--- config.mk ---
export PLATFORM = sky130hd
export DESIGN_NAME = urish_btn_conditioner
export DESIGN_NICKNAME = d
export VERILOG_FILES = /design/src/rtl/urish_btn_conditioner.sv
export SDC_FILE = /design/constraint.sdc
export NUM_CORES = 1
export LEC_CHECK = 0
export ABC_CLOCK_PERIOD_IN_PS = 2300
export BUFFER_PORTS_ARGS = -buffer_cell sky130_fd_sc_hd__buf_2
export CAP_MARGIN = 10
export CORE_UTILIZATION = 55
export CTS_CLUSTER_DIAMETER = 200
export DETAILED_ROUTE_END_ITERATION = 16
export GPL_TIMING_DRIVEN = 1
export PLACE_DENSITY = 0.76
export SETUP_SLACK_MARGIN = 0.4
export SLEW_MARGIN = 15
export SYNTH_ARGS = -nofsm -noshare
export SYNTH_HDL_FRONTEND = slang
export SYNTH_SLANG_ARGS = --single-unit
export TNS_END_PERCENT = 30
--- constraint.sdc ---
create_clock -name wb_clk_i -period 2.3 [get_ports wb_clk_i]
set_input_delay 0.23 -clock wb_clk_i [delete_from_list [all_inputs] [get_ports wb_clk_i]]
set_output_delay 0.23 -clock wb_clk_i [all_outputs]
set_load 0.05 [all_outputs]
--- src/rtl/urish_btn_conditioner.sv ---
// urish_btn_conditioner: synchronise, polarity-correct and debounce NUM_BTN push-buttons into
// clean levels plus one-cycle press/release pulses. Define BTN_LOCKOUT_EN for single-owner reporting.
module urish_btn_conditioner #(
  parameter int NUM_BTN     = 4,
  parameter int CLK_KHZ     = 10_000,
  parameter int DEBOUNCE_MS = 10
) (
  input  logic               wb_clk_i,
  input  logic               wb_rst_ni,
  input  logic [NUM_BTN-1:0] btn_raw,
  input  logic               btn_active_low,
  output logic [NUM_BTN-1:0] btn_level,
  output logic [NUM_BTN-1:0] btn_press,
  output logic [NUM_BTN-1:0] btn_release,
  output logic               any_held,
  output logic               ms_tick
);

  typedef enum logic [1:0] {
    ST_RELEASED     = 2'd0,
    ST_PRESS_PEND   = 2'd1,
    ST_HELD         = 2'd2,
    ST_RELEASE_PEND = 2'd3
  } state_e;

  localparam logic [15:0] PRE_LAST = 16'(CLK_KHZ - 1);
  localparam logic [7:0]  CNT_LAST = 8'(DEBOUNCE_MS - 1);

  // Reset asserts asynchronously but is released two clocks after the pad deasserts.
  logic [1:0] rst_pipe_d, rst_pipe_q;
  logic       rst_n;

  always_comb rst_pipe_d = {rst_pipe_q[0], 1'b1};

  always_ff @(posedge wb_clk_i or negedge wb_rst_ni) begin
    if (!wb_rst_ni) rst_pipe_q <= '0;
    else            rst_pipe_q <= rst_pipe_d;
  end

  assign rst_n = rst_pipe_q[1];

  logic [15:0]        pre_d, pre_q;
  logic               tick_d, tick_q;
  logic [NUM_BTN-1:0] sync1_d, sync1_q, sync2_d, sync2_q, samp;

  always_comb begin
    tick_d  = (pre_q == PRE_LAST);
    pre_d   = tick_d ? 16'd0 : pre_q + 16'd1;
    sync1_d = btn_raw;
    sync2_d = sync1_q;
    samp    = sync2_q ^ {NUM_BTN{btn_active_low}};
  end

  state_e             state_d [NUM_BTN];
  state_e             state_q [NUM_BTN];
  logic [7:0]         cnt_d   [NUM_BTN];
  logic [7:0]         cnt_q   [NUM_BTN];
  logic [NUM_BTN-1:0] held_d;

  // Counter is cleared on entry to a pending state and only advances on ms ticks.
  always_comb begin
    for (int i = 0; i < NUM_BTN; i++) begin
      state_d[i] = state_q[i];
      cnt_d[i]   = cnt_q[i];
      case (state_q[i])
        ST_RELEASED: begin
          if (samp[i]) begin
            state_d[i] = ST_PRESS_PEND;
            cnt_d[i]   = 8'd0;
          end
        end
        ST_PRESS_PEND: begin
          if (!samp[i])                   state_d[i] = ST_RELEASED;
          else if (tick_q) begin
            if (cnt_q[i] == CNT_LAST)     state_d[i] = ST_HELD;
            else                          cnt_d[i]   = cnt_q[i] + 8'd1;
          end
        end
        ST_HELD: begin
          if (!samp[i]) begin
            state_d[i] = ST_RELEASE_PEND;
            cnt_d[i]   = 8'd0;
          end
        end
        ST_RELEASE_PEND: begin
          if (samp[i])                    state_d[i] = ST_HELD;
          else if (tick_q) begin
            if (cnt_q[i] == CNT_LAST)     state_d[i] = ST_RELEASED;
            else                          cnt_d[i]   = cnt_q[i] + 8'd1;
          end
        end
        default:                          state_d[i] = ST_RELEASED;
      endcase
      held_d[i] = (state_q[i] == ST_HELD) || (state_q[i] == ST_RELEASE_PEND);
    end
  end

  logic [NUM_BTN-1:0] lvl_d, lvl_q, press_d, press_q, rel_d, rel_q;

`ifdef BTN_LOCKOUT_EN
  logic [NUM_BTN-1:0] held_q, own_d, own_q, rise;

  // A button already held when ownership frees up never sees a new rise, so stays masked.
  always_comb begin
    rise  = held_d & ~held_q;
    own_d = own_q;
    if ((own_q & ~held_d) != '0) begin
      own_d = '0;
    end else if (own_q == '0) begin
      for (int i = NUM_BTN - 1; i >= 0; i--) begin
        if (rise[i]) begin
          own_d    = '0;
          own_d[i] = 1'b1;
        end
      end
    end
    lvl_d = held_d & own_d;
  end

  always_ff @(posedge wb_clk_i or negedge rst_n) begin
    if (!rst_n) begin
      held_q <= '0;
      own_q  <= '0;
    end else begin
      held_q <= held_d;
      own_q  <= own_d;
    end
  end
`else
  always_comb lvl_d = held_d;
`endif

  always_comb begin
    press_d = lvl_d & ~lvl_q;
    rel_d   = ~lvl_d & lvl_q;
  end

  always_ff @(posedge wb_clk_i or negedge rst_n) begin
    if (!rst_n) begin
      pre_q   <= '0;
      tick_q  <= 1'b0;
      sync1_q <= '0;
      sync2_q <= '0;
      lvl_q   <= '0;
      press_q <= '0;
      rel_q   <= '0;
      for (int i = 0; i < NUM_BTN; i++) begin
        state_q[i] <= ST_RELEASED;
        cnt_q[i]   <= 8'd0;
      end
    end else begin
      pre_q   <= pre_d;
      tick_q  <= tick_d;
      sync1_q <= sync1_d;
      sync2_q <= sync2_d;
      lvl_q   <= lvl_d;
      press_q <= press_d;
      rel_q   <= rel_d;
      for (int i = 0; i < NUM_BTN; i++) begin
        state_q[i] <= state_d[i];
        cnt_q[i]   <= cnt_d[i];
      end
    end
  end

  assign btn_level   = lvl_q;
  assign btn_press   = press_q;
  assign btn_release = rel_q;
  assign any_held    = |lvl_q;
  assign ms_tick     = tick_q;

endmodule

==> results.py <==
metrics = {
    "sta": {
        "rsz0062_at_grt": "yes",
        "tns_ns": 0,
        "hold_violations": 0,
        "slew_headroom_pct": 57.1,
        "clock_skew_ns": 0.00626,
        "period_share_pct": 82.9,
        "finalSetupViolCount": 0,
        "finalCriticalPeriod_ns": 1.91,
        "fmax_ghz": 0.524,
        "worst_pin_slew_ns": 0.635,
        "drv_slew": 0,
    },
    "route": {
        "dr.pass1.iters": 6,
        "drtIter0Drc": 98,
        "vias_per_cell": 5.86,
        "routedWlPerCell_um": 14.7,
        "drcViolationCount": 0,
        "vias": 2673,
        "wirelength_mm": 6.70,
        "antenna_left": 0,
    },
    "floorplan": {
        "start_util_pct": 58.2,
        "top_level_ports": 21,
        "row_count": 29,
        "core_area_sq_um": 6460,
        "die_area_sq_um": 7170,
        "dieHeight_um": 84.7,
        "die_x_um": 84.7,
    },
    "cells_and_area": {
        "fin_area_sq_um": 4280,
        "nFillCells": 485,
        "syn_to_final_growth_pct": 13.7,
        "diodes": 0,
        "nNetsFinal": 390,
        "layoutNonFillerInstCount": 456,
        "drive_above_1_share_pct": 15.3,
    },
    "critical_path": {
        "crit_type": "register to register",
        "cp_max_fo": 7,
        "worstPathRequired_ns": 2.50,
        "path_delay_family": "simple AND/OR/NAND/NOR gates",
        "cp.arrival_ns": 2.11,
        "crit_path_max_incr_delay_ns": 0.58,
        "start_kind": "register",
        "crit_chain": "or4_1 > o31ai_1 > or2_2 > o311ai_0",
        "cp-end-kind": "register",
        "slowest_stage": "or4_1",
        "crit_buf_inv": 0,
    },
    "cts": {
        "clk_pin_slew_ns": 0.08,
        "numCtsBuffers": 9,
        "cts_tree": "yes",
        "cts_root_buf": "clkbuf_8",
        "cts_buffer_depth": 2,
        "cts_max_level": 3,
        "insertion_delay_ns": 0.34,
        "clock_sinks": 79,
    },
    "power": {
        "p_leak_nw": 1.93,
        "intPower_w": 0.00236,
        "p_seq_share_pct": 50.9,
        "power_w": 0.00311,
        "switching_power_w": 0.000758,
        "power_density_nw_per_um2": 728,
        "combPwrFrac_pct": 9.3,
        "vdd_drop_max_v": 0.000491,
        "switching_share_pct": 24.3,
        "p_clk_share_pct": 39.8,
    },
    "synthesis": {
        "yosysSeqAreaShare_pct": 52.6,
        "ys.flop_type": "dfrtp_1",
        "synthCells": 347,
        "synthArstFlopShare_pct": 100,
        "synth_warnings": 0,
        "synth_area_leader_cell": "dfrtp_1",
        "ys_ff_latch": 79,
        "syn_avg_cell_area_sq_um": 10.8,
        "synth_edf_count": 0,
        "synthDistinctLibCells": 53,
        "synth_top_area_share_pct": 52.6,
        "synth_area_sq_um": 3760,
        "synth_nets": 363,
        "synth.area.top_cells": "dfrtp_1 (53%), nand2_1 (3.2%), ha_1 (3.0%)",
    },
    "place": {
        "gp_congestion": 0.826,
        "place_inst": 432,
        "io_buffers": 20,
        "dpl_cell_area_sq_um": 3930,
        "dp_hpwl_mm": 4.37,
    },
    "global_route": {
        "antenna_found_initial": 0,
        "grt_pass1_wl_mm": 11.3,
        "grt-ovfl-total": 0,
        "track_usage_pct": 20.2,
        "grt_max_degree": 45,
        "grt_pass1_vias": 2496,
    },
    "hold_path": {
        "hold_class": "input port to asynchronous set/reset pin",
    },
    "run_status": {
        "status": "finished clean",
    },
    "flow_run": {
        "maxCapViolations": 0,
    },
}
timing repair:
action,CTS,global route
hold endpoints to repair,6,0
endpoints found under the setup margin,13,22
hold buffers,5,0
pin swaps,0,1
gates resized for setup,0,5
setup buffers,1,2
path summary, 6_finish.rpt:
kind	to	depth (start not counted)	slack (ns)	start
max	cnt_q[16]$_DFFE_PN0P_	4	0.39	cnt_q[20]$_DFFE_PN0P_
min	rst_pipe_q[1]$_DFF_PN0_	2	0.19	wb_rst_ni
max reg2reg	cnt_q[16]$_DFFE_PN0P_	4	0.39	cnt_q[20]$_DFFE_PN0P_
min reg2reg	pre_q[7]$_DFF_PN0_	0	0.29	rst_pipe_q[1]$_DFF_PN0_
max in group asynchronous	btn_press[0]$_DFF_PN0_	1	1.43	rst_pipe_q[1]$_DFF_PN0_
min in group wb_clk_i	register	3	0.33	btn_active_low
registers in the layout, summed over array words and instances (netlist names), named ones only:
| name | flops |
|---|---|
| sync2_q | 4 |
| btn_level | 4 |
| pre_q | 16 |
| ms_tick | 1 |
| btn_press | 4 |
| rst_pipe_q | 2 |
| btn_release | 4 |
| sync1_q | 4 |
| cnt_q | 32 |
| state_q | 4 |
cell usage in the layout, fill, tap and decap left out, types with 5 or more instances in the layout:
master and n:
dfrtp_1 77, nand2_1 32, nor2_1 24, buf_2 20, nand3_1 15, o21ai_0 15
nor2b_1 14, nand4_1 12, xor2_1 12, a21oi_1 12, xnor2_1 11, clkbuf_8 10
ha_1 9, or3_1 7, inv_1 6, and3_1 6, nor3_1 6, mux2i_1 6
nor4_1 5, dlygate4sd3_1 5, buf_4 5
power by group through the flow:
stage / registers [W] / clock network [W] / logic [W]
2_1_floorplan: 0.00158 / 0 / 0.000233
5_1_grt: 0.00160 / 0.00132 / 0.000334
3_5_place_dp: 0.00161 / 0 / 0.000284
3_3_place_gp: 0.00160 / 0 / 0.000273
4_1_cts: 0.00158 / 0.00127 / 0.000292
6_report: 0.00158 / 0.00124 / 0.000291
Yosys cell counts, types with 2 or more instances:
cell	number
a21o_1	3
a21oi_1	12
a22o_1	4
a31oi_1	2
and2_1	4
and3_1	6
buf_2	2
clkbuf_1	12
dfrtp_1	79
ha_1	9
inv_1	6
mux2_2	3
mux2i_1	6
nand2_1	32
nand2b_1	3
nand3_1	15
nand4_1	12
nor2_1	24
nor2b_1	14
nor3_1	6
nor4_1	5
nor4b_1	2
o2111ai_1	4
o21a_1	2
o21ai_0	15
o31ai_1	3
or2_2	2
or3_1	7
or4_1	3
or4b_1	2
or4b_2	2
or4bb_1	2
xnor2_1	11
xnor3_1	2
xor2_1	12
xor3_2	2
kinds of logic after synthesis:
| group | share of synthesized area (%) |
|---|---|
| AND/OR/NAND/NOR | 22.4 |
| AO/OA/AOI/OAI | 9.35 |
| buffers and inverters | 2.26 |
| multiplexers | 2.50 |
| other | 0.0997 |
| XOR/XNOR | 7.88 |
| adder cells (fa/ha/maj) | 2.99 |
| flip-flops | 52.6 |
area by class of cell:
type | instances | area (sq um) | area share (%)
well taps | 77 | 96.3 | 2.25
multi-input cells | 247 | 1720 | 40.3
inverters | 6 | 22.5 | 0.526
repair buffers | 31 | 208 | 4.86
flip-flops and latches | 79 | 1980 | 46.3
clock buffers | 11 | 141 | 3.31
clock inverters | 5 | 104 | 2.43
per-layer routing:
metal  up-vias  global-route usage [%]  routed length, um
met4         0                    6.78                106
met3        11                    5.70                299
met1      1301                    26.2               3160
met5         -                       0                  0
li1       1290                       -                  -
met2        71                    33.0               3130
metrics by stage:
step	hold WS (ns)	worst slack, ns	util [%]
final	0.189	0.393	66.2
after global routing	0.182	0.309	66.2
after CTS	0.168	0.351	65.6
after detailed placement	0.0156	0.370	60.9
after global placement	0.0172	0.422	60.9
after floorplan	-0.0656	0.366	-
Power figures use the tool's default switching activity.
